===== config.mk =====
export PLATFORM = sky130hd
export DESIGN_NAME = bus_cycle_sequencer
export DESIGN_NICKNAME = d
export VERILOG_FILES = /design/src/rtl/bus_cycle_sequencer.sv
export SDC_FILE = /design/constraint.sdc
export NUM_CORES = 1
export LEC_CHECK = 0
export CAP_MARGIN = 20
export CORE_AREA = 2 2 107 109
export CTS_CLUSTER_DIAMETER = 100
export DETAILED_ROUTE_END_ITERATION = 8
export DIE_AREA = 0 0 109 111
export GPL_TIMING_DRIVEN = 0
export PLACE_DENSITY = 0.84
export SLEW_MARGIN = 20
export SYNTH_ARGS = -nofsm -noshare
export SYNTH_HDL_FRONTEND = slang
export SYNTH_SLANG_ARGS = --single-unit

===== constraint.sdc =====
create_clock -name clk -period 3.9 [get_ports clk]
set_input_delay 0.78 -clock clk [delete_from_list [all_inputs] [get_ports clk]]
set_output_delay 0.78 -clock clk [all_outputs]
set_load 0.02 [all_outputs]

===== src/rtl/bus_cycle_sequencer.sv =====
// Bus-cycle controller: runs each core request as an 8 T-state bus cycle
// (T0..T7) with wait states at T6, hold freezing, and a timeout error.
module bus_cycle_sequencer #(
    parameter int WIDTH    = 32,
    parameter int WAIT_MAX = 15
) (
    input  logic             clk,
    input  logic             rst,
    input  logic             req,
    input  logic             we,
    input  logic [WIDTH-1:0] addr,
    input  logic [WIDTH-1:0] wdata,
    input  logic             hold,
    input  logic             mem_ready,
    input  logic [WIDTH-1:0] rdata_bus,
    output logic             req_ready,
    output logic [WIDTH-1:0] ADDR,
    output logic [WIDTH-1:0] wdata_bus,
    output logic [2:0]       t_state,
    output logic             busint,
    output logic             dtr_,
    output logic             stall_,
    output logic             ack,
    output logic [WIDTH-1:0] rdata,
    output logic             err
);

    localparam int CW = $clog2(WAIT_MAX + 1);
    localparam logic [CW-1:0] WAIT_LIMIT = CW'(WAIT_MAX);

    typedef enum logic [1:0] {IDLE, RUN, WAIT, LAST} state_t;

    state_t        state_reg;
    logic [CW-1:0] wait_cnt_reg;

    assign req_ready = ((state_reg == IDLE) || (state_reg == LAST)) && !hold;
    assign stall_    = ~hold;

    always_ff @(posedge clk or posedge rst) begin
        if (rst) begin
            state_reg    <= IDLE;
            wait_cnt_reg <= '0;
            t_state      <= 3'd0;
            busint       <= 1'b0;
            dtr_         <= 1'b1;
            ack          <= 1'b0;
            err          <= 1'b0;
            ADDR         <= '0;
            wdata_bus    <= '0;
            rdata        <= '0;
        end else if (!hold) begin
            // hold freezes everything, including a pending ack in LAST
            case (state_reg)
                IDLE, LAST: begin
                    ack <= 1'b0;
                    if (req) begin
                        ADDR         <= addr;
                        wdata_bus    <= wdata;
                        dtr_         <= ~we;
                        busint       <= 1'b1;
                        t_state      <= 3'd0;
                        wait_cnt_reg <= '0;
                        state_reg    <= RUN;
                    end else begin
                        busint    <= 1'b0;
                        t_state   <= 3'd0;
                        dtr_      <= 1'b1;
                        state_reg <= IDLE;
                    end
                end
                RUN: begin
                    t_state <= t_state + 3'd1;
                    if (t_state == 3'd5) begin
                        state_reg <= WAIT;
                    end
                end
                WAIT: begin
                    if (mem_ready) begin
                        if (dtr_) begin
                            rdata <= rdata_bus;
                        end
                        err       <= 1'b0;
                        ack       <= 1'b1;
                        t_state   <= 3'd7;
                        state_reg <= LAST;
                    end else if (wait_cnt_reg < WAIT_LIMIT) begin
                        wait_cnt_reg <= wait_cnt_reg + CW'(1);
                    end else begin
                        err       <= 1'b1;
                        ack       <= 1'b1;
                        t_state   <= 3'd7;
                        state_reg <= LAST;
                    end
                end
                default: state_reg <= IDLE;
            endcase
        end
    end

endmodule

== After elaboration in Yosys (flattened, before gate mapping) ==
Cells that the tools add are included.

* Input bits: 102
* ROM bits: 0
* Register bits after elaboration: 109
* RAM bits: 0
* Output and inout port bits: 105
* Bits in latches: 0
* Memories kept: 0

* Order comparisons: 1
* Shifts and indexed selects: 0
* Multipliers: 0
* Bitwise logic cells: 2
* $add $sub $neg: 2
* Divide/modulo/power cells: 0
* Mux-type cells: 18
* Reduce and logical (&&, ||, !) cells: 14
* Eq/ne operators: 10

{| class="wikitable"
|+ Operators by type and width
! operator !! number
|-
| $mux W4 || 3
|-
| $reduce_and A3 Y1 || 4
|-
| $ne A2 B2 Y1 const B || 5
|-
| $pmux W3 S3 || 1
|-
| $pmux W4 S2 || 1
|-
| $mux W1 || 6
|-
| $mux W2 || 3
|-
| $mux W3 || 2
|-
| $pmux W2 S3 || 1
|-
| $reduce_and A5 Y1 || 1
|-
| $add A4 B1 Y4 const B || 1
|-
| $eq A2 B2 Y1 const B || 2
|-
| $lt A4 B4 Y1 const B || 1
|-
| $reduce_and A2 Y1 || 2
|-
| $reduce_and A4 Y1 || 1
|-
| $add A3 B1 Y3 const B || 1
|-
| $eq A3 B3 Y1 const B || 1
|-
| $ne A3 B3 Y1 const B || 1
|-
| $eq A2 B1 Y1 const B || 1
|-
| $logic_not A2 Y1 || 1
|-
| $not A1 Y1 || 2
|-
| $pmux W1 S2 || 1
|-
| $reduce_bool A2 Y1 || 1
|-
| $reduce_or A2 Y1 || 1
|-
| 3 further kinds || 3
|}

== Depth between registers and ports, before layout ==
* Word-level depth: 4
* Depth in mapped cells: 9
* Gate-level depth less buffers: 6

== Worst setup path after synthesis ==
Ideal clock, no wire load.

* Path kind: register to register
* Start point: register state_reg[0]
* End point: register ADDR[10]
* Slack: 2.078 ns
* Setup time: 0.125 ns
* Arrival time: 1.696 ns
* Cell stages (with the launch flop): 10
* Path through: dfrtp_1 inv_1 ha_1 buf_4 inv_2 nor2_4 nand2_1 buf_6 buf_6 mux2_4

* Word-level cells in the longest chain between the ends: 3
* Elaborated cells on any way between the ends: 4
* Those cells by class: 1 x eq/ne; 3 x reduce/logical

{| class="wikitable"
|+ Ends and longest elaborated chain
! item !! RTL line !! text
|-
| start, declared || 33 || <nowiki>state_t state_reg;</nowiki>
|-
| start signal, assigned || 41 || <nowiki>state_reg <= IDLE;</nowiki>
|-
| start signal, assigned || 63 || <nowiki>state_reg <= RUN;</nowiki>
|-
| start signal, assigned || 68 || <nowiki>state_reg <= IDLE;</nowiki>
|-
| $eq A2 B2 Y1 or $logic_not A2 Y1 (tied branches) || 53 || <nowiki>case (state_reg)</nowiki>
|-
| $reduce_or A2 Y1 (*) || 53 ||
|-
| $reduce_and A3 Y1 (no source line) (*) || n/a ||
|-
| end signal, assigned || 57 || <nowiki>ADDR <= addr;</nowiki>
|-
| end, declared || 17 || <nowiki>output logic [WIDTH-1:0] ADDR,</nowiki>
|}

Mark *: on every way between the ends. The rest lies on a longest branch, timed or not.
A chain may end at the register's enable or synchronous reset.

== Worst setup path in the final report ==
* Start point: input hold
* End point: output req_ready

* Word-level cells in the longest chain between the ends: 2

{| class="wikitable"
|+ Ends and longest elaborated chain
! item !! RTL line !! text
|-
| start, declared || 13 || <nowiki>input logic hold,</nowiki>
|-
| $logic_not A1 Y1 || n/a ||
|-
| $logic_and A1 B1 Y1 || 36 || <nowiki>assign req_ready = ((state_reg == IDLE) || (state_reg == LAST)) && !hold;</nowiki>
|-
| end, declared || 16 || <nowiki>output logic req_ready,</nowiki>
|}

No other way between the ends.

==> results.ini <==
[global_route]
grt_max_degree=67
first_global_vias=3358
antenna_found_initial=0
grt_pass1_wl_mm=16.97
track_usage_pct=18.06
overflow=0

[logic_synthesis]
synth_warnings=0
syn_area_um2=4536
netlist_instances=279
ys_types=31
synth_area_per_cell_um2=16.26
syn_nets=387
ys_ff_latch=109
yosysSeqAreaShare_pct=60.17

[floorplanning]
die_w_um=109
io_pins=207
fp.dieArea_um2=12100
die-height_um=111
core_area_um2=11080
core.rowCount=39
start_util_pct=40.95

[clock_network]
cts-root-buf=clkbuf_16
clockBufferDepth=2
holdBufCountCts=0
cts.repair.resized=0
cts.sinks=109
clk_pin_slew_ns=0.07
numCtsBuffers=9
cts_max_level=3
clkLatencyLatePin_ns=0.34
post-cts-setup-buffers=0
cts_tree=built

[sta]
hold_ws_ns=0.4907
hold_viol=0
tightest_slew_ns=0.4114
fin_skew_ns=0.008606
post-route-period-util_pct=77.11
final.min_clock_period_ns=3.007
setup_violations=0
rsz0062_at_grt=false
fmax_ghz=0.3325
report.final.slew_viol_count=0
slew_headroom_pct=72.57

[cells_and_area]
fin_nets=605
design_area_um2=7109
drive_above_1_share_pct=24.95
synthToLayoutAreaGrowth_pct=56.74
reg.largest.list=ADDR (32), rdata (32), wdata_bus (32)
fin_util_pct=64.18
antenna_cells=0

[drt]
top_layer=met4
num_vias=3064
viasPerCell=4.758
final_antenna_net_count=0
wl_met3_um=943
met1_length_mm=4.123
wl_mm=10.62
wl_per_cell_um=16.49
drc_errors=0
drt_iter0_drc=126
wl_met2_mm=5.306
dr.pass1.iters=4

[power]
total_power_uw=6074
p_per_area_nw_per_um2=854.3
leakage_uw=0.003171
peakVddDrop_uv=497.3

[outcome]
outcome=finished, final reports clean

[setup_path]
critical_path.max_fanout=7
crit_arrival_ns=2.23
crit_type=in2out
critPathCaptureType=output pin
required_ns=3.12
start_kind=input pin
r2r_slack_ns=1.91

[place]
io_buffers=206
placed_cell_area_um2=6809
routabilityCongestion=0.7898
dpl.hpwl_mm=8.030

[job]
maxCapViolCount=0

[min_path]
min_path_type=reg2reg

[stage by stage]
step                std cells  setup TNS, ns  setup slack (ns)
detailed placement        629              0            0.8980
global placement          628        -126.65            -1.179
global route              644              0            0.8425
floorplan                 279              0            0.2477
CTS                       644              0            0.8975
finish                    644              0            0.8926
[placed cells by master, fill, tap and decap left out, types with 5 or more instances in the layout]
cell type	Yosys	final
nand2_1	5	5
mux2_2	40	40
buf_6	6	6
mux2_1	10	10
nor2_1	7	7
clkbuf_16	0	9
clkdlybuf4s50_1	0	206
ha_1	6	6
dfrtp_1	108	108
inv_1	8	7
a21oi_1	5	5
mux2_4	49	49
[path summary, 6_finish.rpt]
| kind | depth (start not counted) | endpoint | startpoint |
|---|---|---|---|
| max in group asynchronous | 3 | ADDR[19] | rst |
| worst min-delay path | 1 | rdata[13] | rdata[13] |
| min in group asynchronous | 2 | rdata[20] | rst |
| worst min register to register | 1 | rdata[13] | rdata[13] |
| worst max register to register | 9 | ADDR[1] | state_reg[0] |
| worst max-delay path | 3 | req_ready | hold |
[where the power goes]
group	total (uW)	switching (uW)	internal (uW)	leakage [uW]
sequential	2000	309	1690	0.00131
clock	911	398	513	0.000137
combinational	3160	1400	1770	0.00173
total	6070	2100	3970	0.00317
[critical path, stage by stage]
cell	delay (ns)
clkdlybuf4s50_1	0.59
nor2_4	0.22
clkdlybuf4s50_1	0.63
[final cells by class]
type	count	area, um^2
plain buffers	12	107.6
inverters	9	38.79
multi-input cells	149	1665
fillers	826	3968
clock inverters	5	61.31
clock buffers	10	239.0
repair buffers	207	2090
flip-flops and latches	109	2729
well taps	143	178.9
[cells by family (layout without fill, tap and decap cells)]
kind of cell / after synthesis / in the layout / share of synthesized area [%]
flops: 109 / 109 / 60.17
mux: 103 / 103 / 29.52
simple gates: 23 / 23 / 2.704
buf+inv: 21 / 243 / 3.117
compound gates: 17 / 17 / 2.841
fa+ha+maj: 6 / 6 / 1.655
[per-layer routing]
| layer | GRT usage, % | vias to the layer above |
|---|---|---|
| li1 | - | 1410 |
| met1 | 20.70 | 1480 |
| met2 | 31.43 | 156 |
| met3 | 5.173 | 18 |
| met4 | 6.838 | 0 |
| met5 | 0 | - |
[synthesized netlist by cell type (all sizes together)]
library cell  number  area, um^2
nand3              4       25.02
nor4bb             1       10.01
a21boi             1       11.26
inv                9       33.78
mux2              99        1299
a22o               1       8.760
dfrtp            108        2703
nor2b              1       6.260
mux2i              4       40.04
and3               1       6.260
dfstp              1       26.28
nand2              5       18.77
buf               12       107.6
o21ai              4       20.02
a211oi             1       12.51
a31oi              3       33.78
ha                 6       75.07
nand2b             1       6.260
a311oi             1       8.760
nand4              2       12.51
a21oi              5       25.02
nor2               8       37.54
a41oi              1       8.760
(Power assumes the default switching activity.)
